### src/rtl/multisim_stream_downsizer.sv
`timescale 1ns/1ps
`default_nettype none
// ============================================================================
//  Module   : multisim_stream_downsizer
//  Purpose  : Registered IN_WIDTH -> OUT_WIDTH vld/rdy width down-converter.
//             Define MULTISIM_DOWNSIZER_MSB_FIRST_EN for MSB-slice-first order.
//  Revision : 1.0 - initial release
// ============================================================================
module multisim_stream_downsizer #(
    parameter int IN_WIDTH  = 64,
    parameter int OUT_WIDTH = 16
) (
    input  logic                 clk,
    input  logic                 rst,
    input  logic                 in_vld,
    output logic                 in_rdy,
    input  logic [IN_WIDTH-1:0]  in_data,
    output logic                 out_vld,
    input  logic                 out_rdy,
    output logic [OUT_WIDTH-1:0] out_data,
    output logic                 out_last
);

    localparam bit BAD_CFG = (OUT_WIDTH <= 0) ? 1'b1
                           : ((IN_WIDTH % OUT_WIDTH) != 0) || (IN_WIDTH < OUT_WIDTH);
    localparam int RATIO  = (OUT_WIDTH > 0) ? IN_WIDTH / OUT_WIDTH : 1;
    localparam int BEAT_W = (RATIO > 1) ? $clog2(RATIO) : 1;
    localparam logic [BEAT_W-1:0] LAST_BEAT = BEAT_W'(RATIO - 1);

    generate
        if (BAD_CFG) begin : g_bad_cfg
            $fatal(1, "IN_WIDTH must be a non-zero multiple of OUT_WIDTH");
        end
    endgenerate

    typedef enum logic {
        EMPTY = 1'b0,
        SERVE = 1'b1
    } state_t;

    state_t                state_q, state_d;
    logic [BEAT_W-1:0]     beat_q,  beat_d;
    logic [IN_WIDTH-1:0]   hold_q,  hold_d;

    logic w_full;
    logic w_last;

    assign w_full   = (state_q == SERVE);
    assign w_last   = w_full && (beat_q == LAST_BEAT);
    assign out_vld  = w_full;
    assign out_last = w_last;
    // A new word may load on the same edge the last beat of the current word leaves.
    assign in_rdy   = !rst && (!w_full || (out_rdy && w_last));

    always_comb begin
        out_data = '0;
        for (int k = 0; k < RATIO; k++) begin
            if (beat_q == BEAT_W'(k)) begin
`ifdef MULTISIM_DOWNSIZER_MSB_FIRST_EN
                out_data = hold_q[(RATIO-1-k)*OUT_WIDTH +: OUT_WIDTH];
`else
                out_data = hold_q[k*OUT_WIDTH +: OUT_WIDTH];
`endif
            end
        end
    end

    always_comb begin
        state_d = state_q;
        beat_d  = beat_q;
        hold_d  = hold_q;
        case (state_q)
            EMPTY: begin
                if (in_vld) begin
                    hold_d  = in_data;
                    beat_d  = '0;
                    state_d = SERVE;
                end
            end
            SERVE: begin
                if (out_rdy) begin
                    if (beat_q != LAST_BEAT) begin
                        beat_d = beat_q + 1'b1;
                    end else if (in_vld) begin
                        hold_d = in_data;
                        beat_d = '0;
                    end else begin
                        beat_d  = '0;
                        state_d = EMPTY;
                    end
                end
            end
            default: begin
                state_d = EMPTY;
                beat_d  = '0;
            end
        endcase
    end

    always_ff @(posedge clk or posedge rst) begin
        if (rst) begin
            state_q <= EMPTY;
            beat_q  <= '0;
            hold_q  <= '0;
        end else begin
            state_q <= state_d;
            beat_q  <= beat_d;
            hold_q  <= hold_d;
        end
    end

endmodule
`default_nettype wire

### config.mk
export PLATFORM = sky130hd
export DESIGN_NAME = multisim_stream_downsizer
export DESIGN_NICKNAME = d
export VERILOG_FILES = /design/src/rtl/multisim_stream_downsizer.sv
export SDC_FILE = /design/constraint.sdc
export NUM_CORES = 1
export LEC_CHECK = 0
export BUFFER_PORTS_ARGS = -buffer_cell sky130_fd_sc_hd__buf_4
export CORE_MARGIN = 3
export CORE_UTILIZATION = 50
export CTS_CLUSTER_DIAMETER = 150
export DETAILED_ROUTE_END_ITERATION = 10
export PLACE_DENSITY = 0.74
export REMOVE_ABC_BUFFERS = 1
export SLEW_MARGIN = 25
export SYNTH_ARGS = -nofsm -noshare
export SYNTH_HDL_FRONTEND = slang
export SYNTH_SLANG_ARGS = --single-unit
### constraint.sdc
create_clock -name clk -period 3.9 [get_ports clk]
set_input_delay 0.195 -clock clk [delete_from_list [all_inputs] [get_ports clk]]
set_output_delay 0.195 -clock clk [all_outputs]
set_load 0.05 [all_outputs]
; ---- Word-level counts from Yosys, hierarchy flattened
; Index checks and enable logic that the tools add are counted.
[classes]
addsub = 1
eq_ne = 7
mux = 16
bitwise_logic = 1
n_reduce_logical = 9
[op_table]
columns = operator, count
row1 = $mux W64, 3
row2 = $pmux W64 S2, 1
row3 = $mux W16, 4
row4 = $ne A2 B2 Y1 const B, 4
row5 = $mux W2, 3
row6 = $eq A2 B2 Y1 const B, 2
row7 = $pmux W2 S2, 1
row8 = $reduce_and A2 Y1, 2
row9 = $logic_and A1 B1 Y1, 3
row10 = $mux W1, 3
row11 = $add A2 B1 Y2 const B, 1
row12 = $eq A2 B1 Y1 const B, 1
row13 = $logic_not A1 Y1, 2
row14 = $logic_not A2 Y1, 1
row15 = $pmux W1 S2, 1
row16 = $logic_or A1 B1 Y1, 1
row17 = $not A1 Y1, 1
[word_totals]
reg_bits = 67
inputBits = 68
out_inout_bits = 19
word_cells = 37

; ---- Longest topological paths before layout
; Gate-level depths: netlist of the first run.
[depth]
word_depth = 5
ltp_mapped = 6
depth_no_buf = 5

; ---- Worst setup path after synthesis of the first run
; Ideal clock, no wire load.
[synth_path]
path_kind = register to output
from = register beat_q[0]
to = output out_data[10]
arrival_ns = 2.133
required_time_ns = 3.705
setup_slack_ns = 1.572
stages_incl_launch_ff = 7
path_buffers = 2
cell_sequence = dfrtp_1 > inv_1 > ha_1 > clkbuf_1 > clkbuf_1 > nand3b_1 > a31oi_1
[synth_via]
elab_chain_len = 5
word_cells_on_any_way = 8
classes_between = 3 x eq/ne / 4 x mux / 1 x reduce/logical
[synth_lines]
columns = element, line_no
row1 = from (decl), 42  ; logic [BEAT_W-1:0] beat_q, beat_d;
row2 = from (signal assigned), 107  ; beat_q <= beat_d;
row3 = $logic_not A2 Y1, 58  ; if (beat_q == BEAT_W'(k)) begin
row4 = $mux W16 (3 in a row), 58
row5 = $mux W16 *, 58
row6 = to (decl), 20  ; output logic [OUT_WIDTH-1:0] out_data,
; Every way passes the cells marked *; elsewhere a longest branch is shown, timed or not.

; ---- Worst setup path after layout of the first run
[layout_path]
from = register beat_q[0]
to = output out_data[11]
; The elaborated chain is that of the path after synthesis.

==> results_dict.tcl, run 1 <==
set metrics [dict create \
    final_cell_count_no_fill 405 \
    routed_via_density 5.402 \
    wl_per_cell_um 17.33 \
    fin_util_pct 64.70 \
    grt_max_degree 65 \
    worstPathMaxFanout 9 \
    grt_usage_pct 19.43 \
    rsz0062_at_grt "no" \
    dpl.cell_count 388 \
    drv_cap 0 \
    hp-class "in2reg" \
    outcome "finished, final reports clean" \
    cts_setup_buffers 0 \
    worstMarginPinSlew_ns 0.7344 \
    hold_path_end "hold_q[5]$_DFFE_PP0P_" \
    detail-route-antenna-nets 0 \
    power.leakage_nw 2.087 \
    initial_core_util_pct 52.36 \
    layout_setup_ws_ns 1.454 \
    reg2reg_depth 4 \
    syn_inst 237 \
    synth_top_family_by_area "multiplexers" \
    cts_buffers 9 \
    final_cell_mix "buf_4, dfrtp_1, mux2_4" \
    wirelength_um 7019 \
    r2r_start "beat_q[0]$_DFFE_PP0P_" \
    die_area_mm2 0.007787 \
    reg2reg_to "hold_q[61]$_DFFE_PP0P_" \
    finalCritPeriodShare_pct 62.72 \
    setup_viol 0 \
    maxSlewViolCount 0 \
    multiInputGateArea_mm2 0.001541 \
    crit_required_ns 3.70 \
    ios 87 \
    ys_seq_area_share_pct 49.57 \
    grt_pass1_wl_um 11480 \
    cts_tree "built" \
    h-tree-depth 3 \
    std_cell_rows 29 \
    synth_compound_area_share_pct 6.881 \
    register_area_mm2 0.001677 \
    synth_adder_area_share_pct 1.850 \
    whs_path_depth 2 \
    insertion_delay_ns 0.33 \
    yosysUniqueCellTypes 23 \
    cts_sinks 67 \
    die_w_um 88.25 \
    finalNetCount 396 \
    relSlewSlack_pct 51.04 \
    r2r_slack_ns 1.81 \
    io_buffers 86 \
    cts-root-buf "clkbuf_8" \
    grt_pass1_vias 2269 \
    synth_xor_area_share_pct 0.2590 \
    post-place-ws_ns 1.703 \
    die_h_um 88.25 \
    core_area_mm2 0.006459 \
    post-route-min-period_ns 2.446 \
    drive_gt1_share_pct 54.57 \
    hp-start "in_data[5]" \
    clkTransAtPathRegs_ns 0.08 \
    drt_pass1_iterations 4 \
    n_antenna_cell 0 \
    fin_skew_ns 0.007765 \
    dp_hpwl_um 4647 \
    end_kind "output port" \
    crit_path_start_kind "flop" \
    fmax_mhz 408.8 \
    peakVddDrop_uv 565.2 \
    hold_viol_final 0 \
    fin_setup_tns_ns 0 \
    vias 2188 \
    overflow 0 \
    post-route-drc-count 0 \
    synth.ff_latch_count 67 \
    synth-simple-area-share_pct 8.213 \
    drtIter0Drc 71 \
    final_common_cell "buf_4" \
    yosysWarnings 0 \
    arrival_ns 2.25 \
    syn_to_final_growth_pct 23.57 \
    synth_area_per_cell_um2 14.27 \
    antenna_found_initial 0 \
    clock_path_buffers 2 \
    syn_area_mm2 0.003382 \
    finalWeightedCongestion 0.7187 \
    synth_mux_area_share_pct 28.30 \
    fill_cells 520 \
    p_per_area_mw_per_mm2 994.6 \
    critical_path_class "reg2out" \
    holdWs_ns 0.08734 \
]
registers in the layout, indices dropped and copies added, names as in the netlist:
| register | flops |
|---|---|
| beat_q | 2 |
| hold_q | 64 |
| out_vld | 1 |
metrics by stage:
stage | cell area [um2] | power, W
6_report | 4179 | 0.004156
5_1_grt | 4179 | 0.004399
4_1_cts | 4177 | 0.004188
3_5_place_dp | 3988 | 0.003652
3_3_place_gp | 3988 | 0.003612
2_1_floorplan | 3231 | 0.003012
cell usage after synthesis (all sizes together):
library cell	instances	share of area, %
o22ai	11	2.0
nor2	2	0.22
nand3b	16	3.6
clkbuf	7	0.78
a31oi	16	3.0
or3b	5	1.3
or2	1	0.19
nand2b	1	0.19
xor2	1	0.26
buf	7	3.7
inv	4	0.44
and2	1	0.19
a21bo	1	0.48
ha	5	1.8
dfrtp	67	50
a21boi	1	0.22
o21ai	5	0.74
o31ai	2	0.44
mux2	65	28
nand2	19	2.6
metal layers:
metal,share of wire (%),track usage (%)
met5,0,0
met4,0.36,4.121
met3,8.5,8.101
met2,46,28.69
met1,45,27.09
cell type report:
class                   count  area share [%]
clock buffers              10           3.293
clock inverters             6          0.9880
inverters                   4          0.3593
multi-input cells         152           36.89
flip-flops and latches     67           40.12
well taps                  77           2.305
repair buffers             89           16.05
power by group:
group / switching, W / internal, W / leakage [nW]
Clock: 0.000264 / 0.000246 / 0.0843
Sequential: 0.000212 / 0.00105 / 0.795
Combinational: 0.00133 / 0.00105 / 1.21
cells by family (layout without fill, tap and decap cells):
family | Yosys count | after routing
AND/OR/NAND/NOR | 45 | 45
XOR/XNOR | 1 | 1
AO/OA/AOI/OAI | 36 | 36
multiplexers | 65 | 65
adder cells (fa/ha/maj) | 5 | 5
buffers and inverters | 18 | 109
flip-flops | 67 | 67
worst max path at each step:
stage / slack, ns / depth (start not counted) / start / endpoint
2_1_floorplan: 1.71 / 4 / beat_q[1]$_DFFE_PP0P_ / out_data[10]
5_1_grt: 1.23 / 5 / beat_q[0]$_DFFE_PP0P_ / out_data[9]
4_1_cts: 1.32 / 5 / beat_q[1]$_DFFE_PP0P_ / out_data[12]
3_3_place_gp: 1.82 / 5 / beat_q[1]$_DFFE_PP0P_ / out_data[12]
3_5_place_dp: 1.70 / 5 / beat_q[1]$_DFFE_PP0P_ / out_data[12]
6_report: 1.45 / 6 / beat_q[0]$_DFFE_PP0P_ / out_data[11]
worst max-delay path, stage by stage (launching register included):
cell     delay [ns]
dfrtp_1        0.44
inv_1          0.10
ha_1           0.27
nor2_1         0.50
buf_4          0.30
a31oi_1        0.11
buf_4          0.20
timing repair:
action,4_1_cts,5_1_grt
hold endpoints to repair,31,0
gates resized for setup,0,0
hold buffers,1,0
(Power assumes the default switching activity.)
==> run 2: changes to the inputs <==
--- a/config.mk
+++ b/config.mk
@@ -5,6 +5,7 @@
 export SDC_FILE = /design/constraint.sdc
 export NUM_CORES = 1
 export LEC_CHECK = 0
+export ABC_AREA = 1
 export BUFFER_PORTS_ARGS = -buffer_cell sky130_fd_sc_hd__buf_4
 export CORE_MARGIN = 3
 export CORE_UTILIZATION = 50
==> constraint.sdc (replaced) <==
create_clock -name clk -period 2.3 [get_ports clk]
set_input_delay 0.115 -clock clk [delete_from_list [all_inputs] [get_ports clk]]
set_output_delay 0.115 -clock clk [all_outputs]
set_load 0.05 [all_outputs]
==> run 2 against run 1 <==
  * Total power is 52% higher
  * Synthesized cell count is 80% higher
  * First-iteration DRC count grew to 4.3 times the previous value
  * Wire length increased by 34%
  * Final area up 14%
  * Combinational power increased by 47%
  * Critical endpoint is now out_data[1]
  * Highest routed layer unchanged
==> results_dict.tcl, run 2 <==
set metrics [dict create \
    io_buffers 86 \
    syn_to_final_growth_pct 46.20 \
    finalWeightedCongestion 0.7798 \
    antenna_found_initial 0 \
    fin_setup_tns_ns 0 \
    largest_register_ffs 64 \
    crit_path_start_kind "flop" \
    fmax_mhz 454.0 \
    hp-class "in2reg" \
    yosys-top-cells-area "dfrtp_1, nand2_1, nand3_1" \
    cts_tree "built" \
    die_h_um 86.90 \
    clkPwrFrac_pct 13.3 \
    finalCritPeriodShare_pct 95.76 \
    synth_most_common_cell "nand2_1" \
    wl_per_cell_um 14.49 \
    final_cell_mix "nand2_1, buf_4, dfrtp_1" \
    cts_buffers 9 \
    worst_path_max_delay_cell "inv_1" \
    synth_top_family_by_area "simple AND/OR/NAND/NOR gates" \
    core_area_mm2 0.006131 \
    outcome "finished, final reports clean" \
    fin_util_pct 78.02 \
    synth_adder_area_share_pct 1.912 \
    drive_gt1_share_pct 20.31 \
    ys.flop_type "dfrtp_1" \
    syn_inst 427 \
    synth_common_cells "nand2_1, dfrtp_1, nand3_1, a21oi_1, inv_1" \
    synth_xor_area_share_pct 0 \
    placed_cell_area_mm2 0.003955 \
    grt_usage_pct 27.16 \
    slowest_delay_ns 0.45 \
    power.leakage_nw 2.520 \
    clock_path_buffers 2 \
    pwr-share-seq_pct 31.3 \
    initial_core_util_pct 53.37 \
    synth_top_area_share_pct 51.24 \
    grt_max_degree 50 \
    finalNetCount 645 \
    grt_pass1_vias 3368 \
    design_area_mm2 0.004783 \
    ys_seq_area_share_pct 51.24 \
    yosysUniqueCellTypes 16 \
    p_sw_w 0.003015 \
    grt_pass1_wl_um 15900 \
    vias 3364 \
    ios 87 \
    cp.buffers_inverters 3 \
    p_int_w 0.003285 \
    swShare_pct 47.86 \
    largest-register "hold_q" \
    wirelength_um 9435 \
    die_w_um 86.90 \
    fin_skew_ns 0.007752 \
    synth-simple-area-share_pct 31.55 \
    drt_pass1_iterations 6 \
    syn_area_mm2 0.003272 \
    cp_top_family "buffers and inverters" \
    end_kind "output port" \
    clkTransAtPathRegs_ns 0.07 \
    combPwrFrac_pct 55.3 \
    drv_cap 0 \
    n_antenna_cell 0 \
    arrival_ns 2.09 \
    hold_viol_final 0 \
    fill_cells 439 \
    insertion_delay_ns 0.34 \
    dpl.cell_count 570 \
    post-route-drc-count 0 \
    worstPathCellList "inv_1 -> ha_1 -> inv_1 -> nand3_1 -> nand2_1 -> nand2_1 -> nand2_1 -> buf_4" \
    overflow 0 \
    cpMostUsedCell "nand2_1" \
    relSlewSlack_pct 59.18 \
    drtIter0Drc 304 \
    synth_mux_area_share_pct 0 \
    yosysWarnings 0 \
    cts-root-buf "clkbuf_8" \
    worstMarginPinSlew_ns 0.6116 \
    synth_edf_count 0 \
    routed_via_density 5.167 \
    synth_area_per_cell_um2 7.663 \
    final_cell_count_no_fill 651 \
    synth_compound_area_share_pct 7.801 \
    critical_path_class "reg2out" \
    rsz0062_at_grt "yes" \
    synth.ff_latch_count 67 \
    die_area_mm2 0.007551 \
    post-route-min-period_ns 2.202 \
    peakVddDrop_uv 1051 \
    dp_hpwl_um 5503 \
    worstPathMaxFanout 16 \
    crit_required_ns 2.18 \
    std_cell_rows 28 \
    holdWs_ns 0.1404 \
    detail-route-antenna-nets 0 \
    setup_viol 0 \
    final_common_cell "nand2_1" \
    cts_sinks 67 \
    synthArstFlopShare_pct 100.0 \
    p_per_area_mw_per_mm2 1317 \
    maxSlewViolCount 0 \
    h-tree-depth 3 \
    synth.largest_area_cell "dfrtp_1" \
]
==> run 2: cell types whose count changed after synthesis, sizes merged, moves of 11 or more <==
cell and change:
nand3b -16, nand3 +65, a21oi +33, buf +18, mux2 -65, o22ai -11
nand2 +150, inv +21, o21ai +13, nor2 +13, a31oi -16
==> run 2: kinds of logic (layout without fill, tap and decap cells) <==
logic type      Yosys count  after routing
simple gates            250            250
flops                    67             67
buf+inv                  54            203
compound gates           51             51
fa+ha+maj                 5              5
==> run 2: path summary, 6_finish.rpt <==
check | start | endpoint | slack (ns) | cells past startpoint
min in group asynchronous | rst | hold_q[34]$_DFFE_PP0P_ | 0.31 | 3
max in group asynchronous | rst | hold_q[25]$_DFFE_PP0P_ | 1.25 | 4
min | out_rdy | beat_q[1]$_DFFE_PP0P_ | 0.14 | 4
min reg2reg | hold_q[58]$_DFFE_PP0P_ | hold_q[58]$_DFFE_PP0P_ | 0.51 | 2
max reg2reg | beat_q[0]$_DFFE_PP0P_ | hold_q[56]$_DFFE_PP0P_ | 0.58 | 6
max | beat_q[1]$_DFFE_PP0P_ | out_data[1] | 0.1 | 8
==> run 2: cell type report <==
class | instances | area (um2) | area share, %
Sequential cell | 67 | 1677 | 35.05
Timing Repair Buffer | 163 | 1401 | 29.30
Multi-Input combinational cell | 306 | 1350 | 28.22
Clock buffer | 12 | 145.1 | 3.034
Inverter | 25 | 101.3 | 2.119
Tap cell | 75 | 93.84 | 1.962
Clock inverter | 3 | 15.01 | 0.3139
==> run 2: tightest hold or removal path: stages <==
cell     delay [ns]
buf_4          0.10
nand2_1        0.07
nand2_1        0.08
o21ai_0        0.07
==> run 2: routing by layer <==
metal | global-route usage [%] | share of wire, %
met5 | 0 | 0
met4 | 8.357 | 1.2
met3 | 7.569 | 8.0
met2 | 44.38 | 49
met1 | 35.14 | 42
==> run 2: stage by stage <==
| step | total power [W] | worst slack (ns) |
|---|---|---|
| after floorplan | 0.004284 | -0.4346 |
| after global placement | 0.005277 | 0.5585 |
| after detailed placement | 0.005346 | 0.4847 |
| after CTS | 0.006284 | 0.09092 |
| after global routing | 0.006755 | -0.02991 |
| final | 0.006300 | 0.09755 |
==> run 2: power by group through the flow <==
stage	registers, W	clock network (W)	logic, W
finish	0.00197	0.000840	0.00349
global route	0.00204	0.000912	0.00380
CTS	0.00197	0.000853	0.00346
detailed placement	0.00199	0	0.00336
global placement	0.00196	0	0.00331
floorplan	0.00193	0	0.00235
==> run 2: timing repair <==
action                                  4_1_cts  5_1_grt
hold buffers                                 66        0
buffers inserted                              0        0
endpoints found under the hold margin        80        0
gates resized for setup                       0        2
endpoints found under the setup margin        0        4
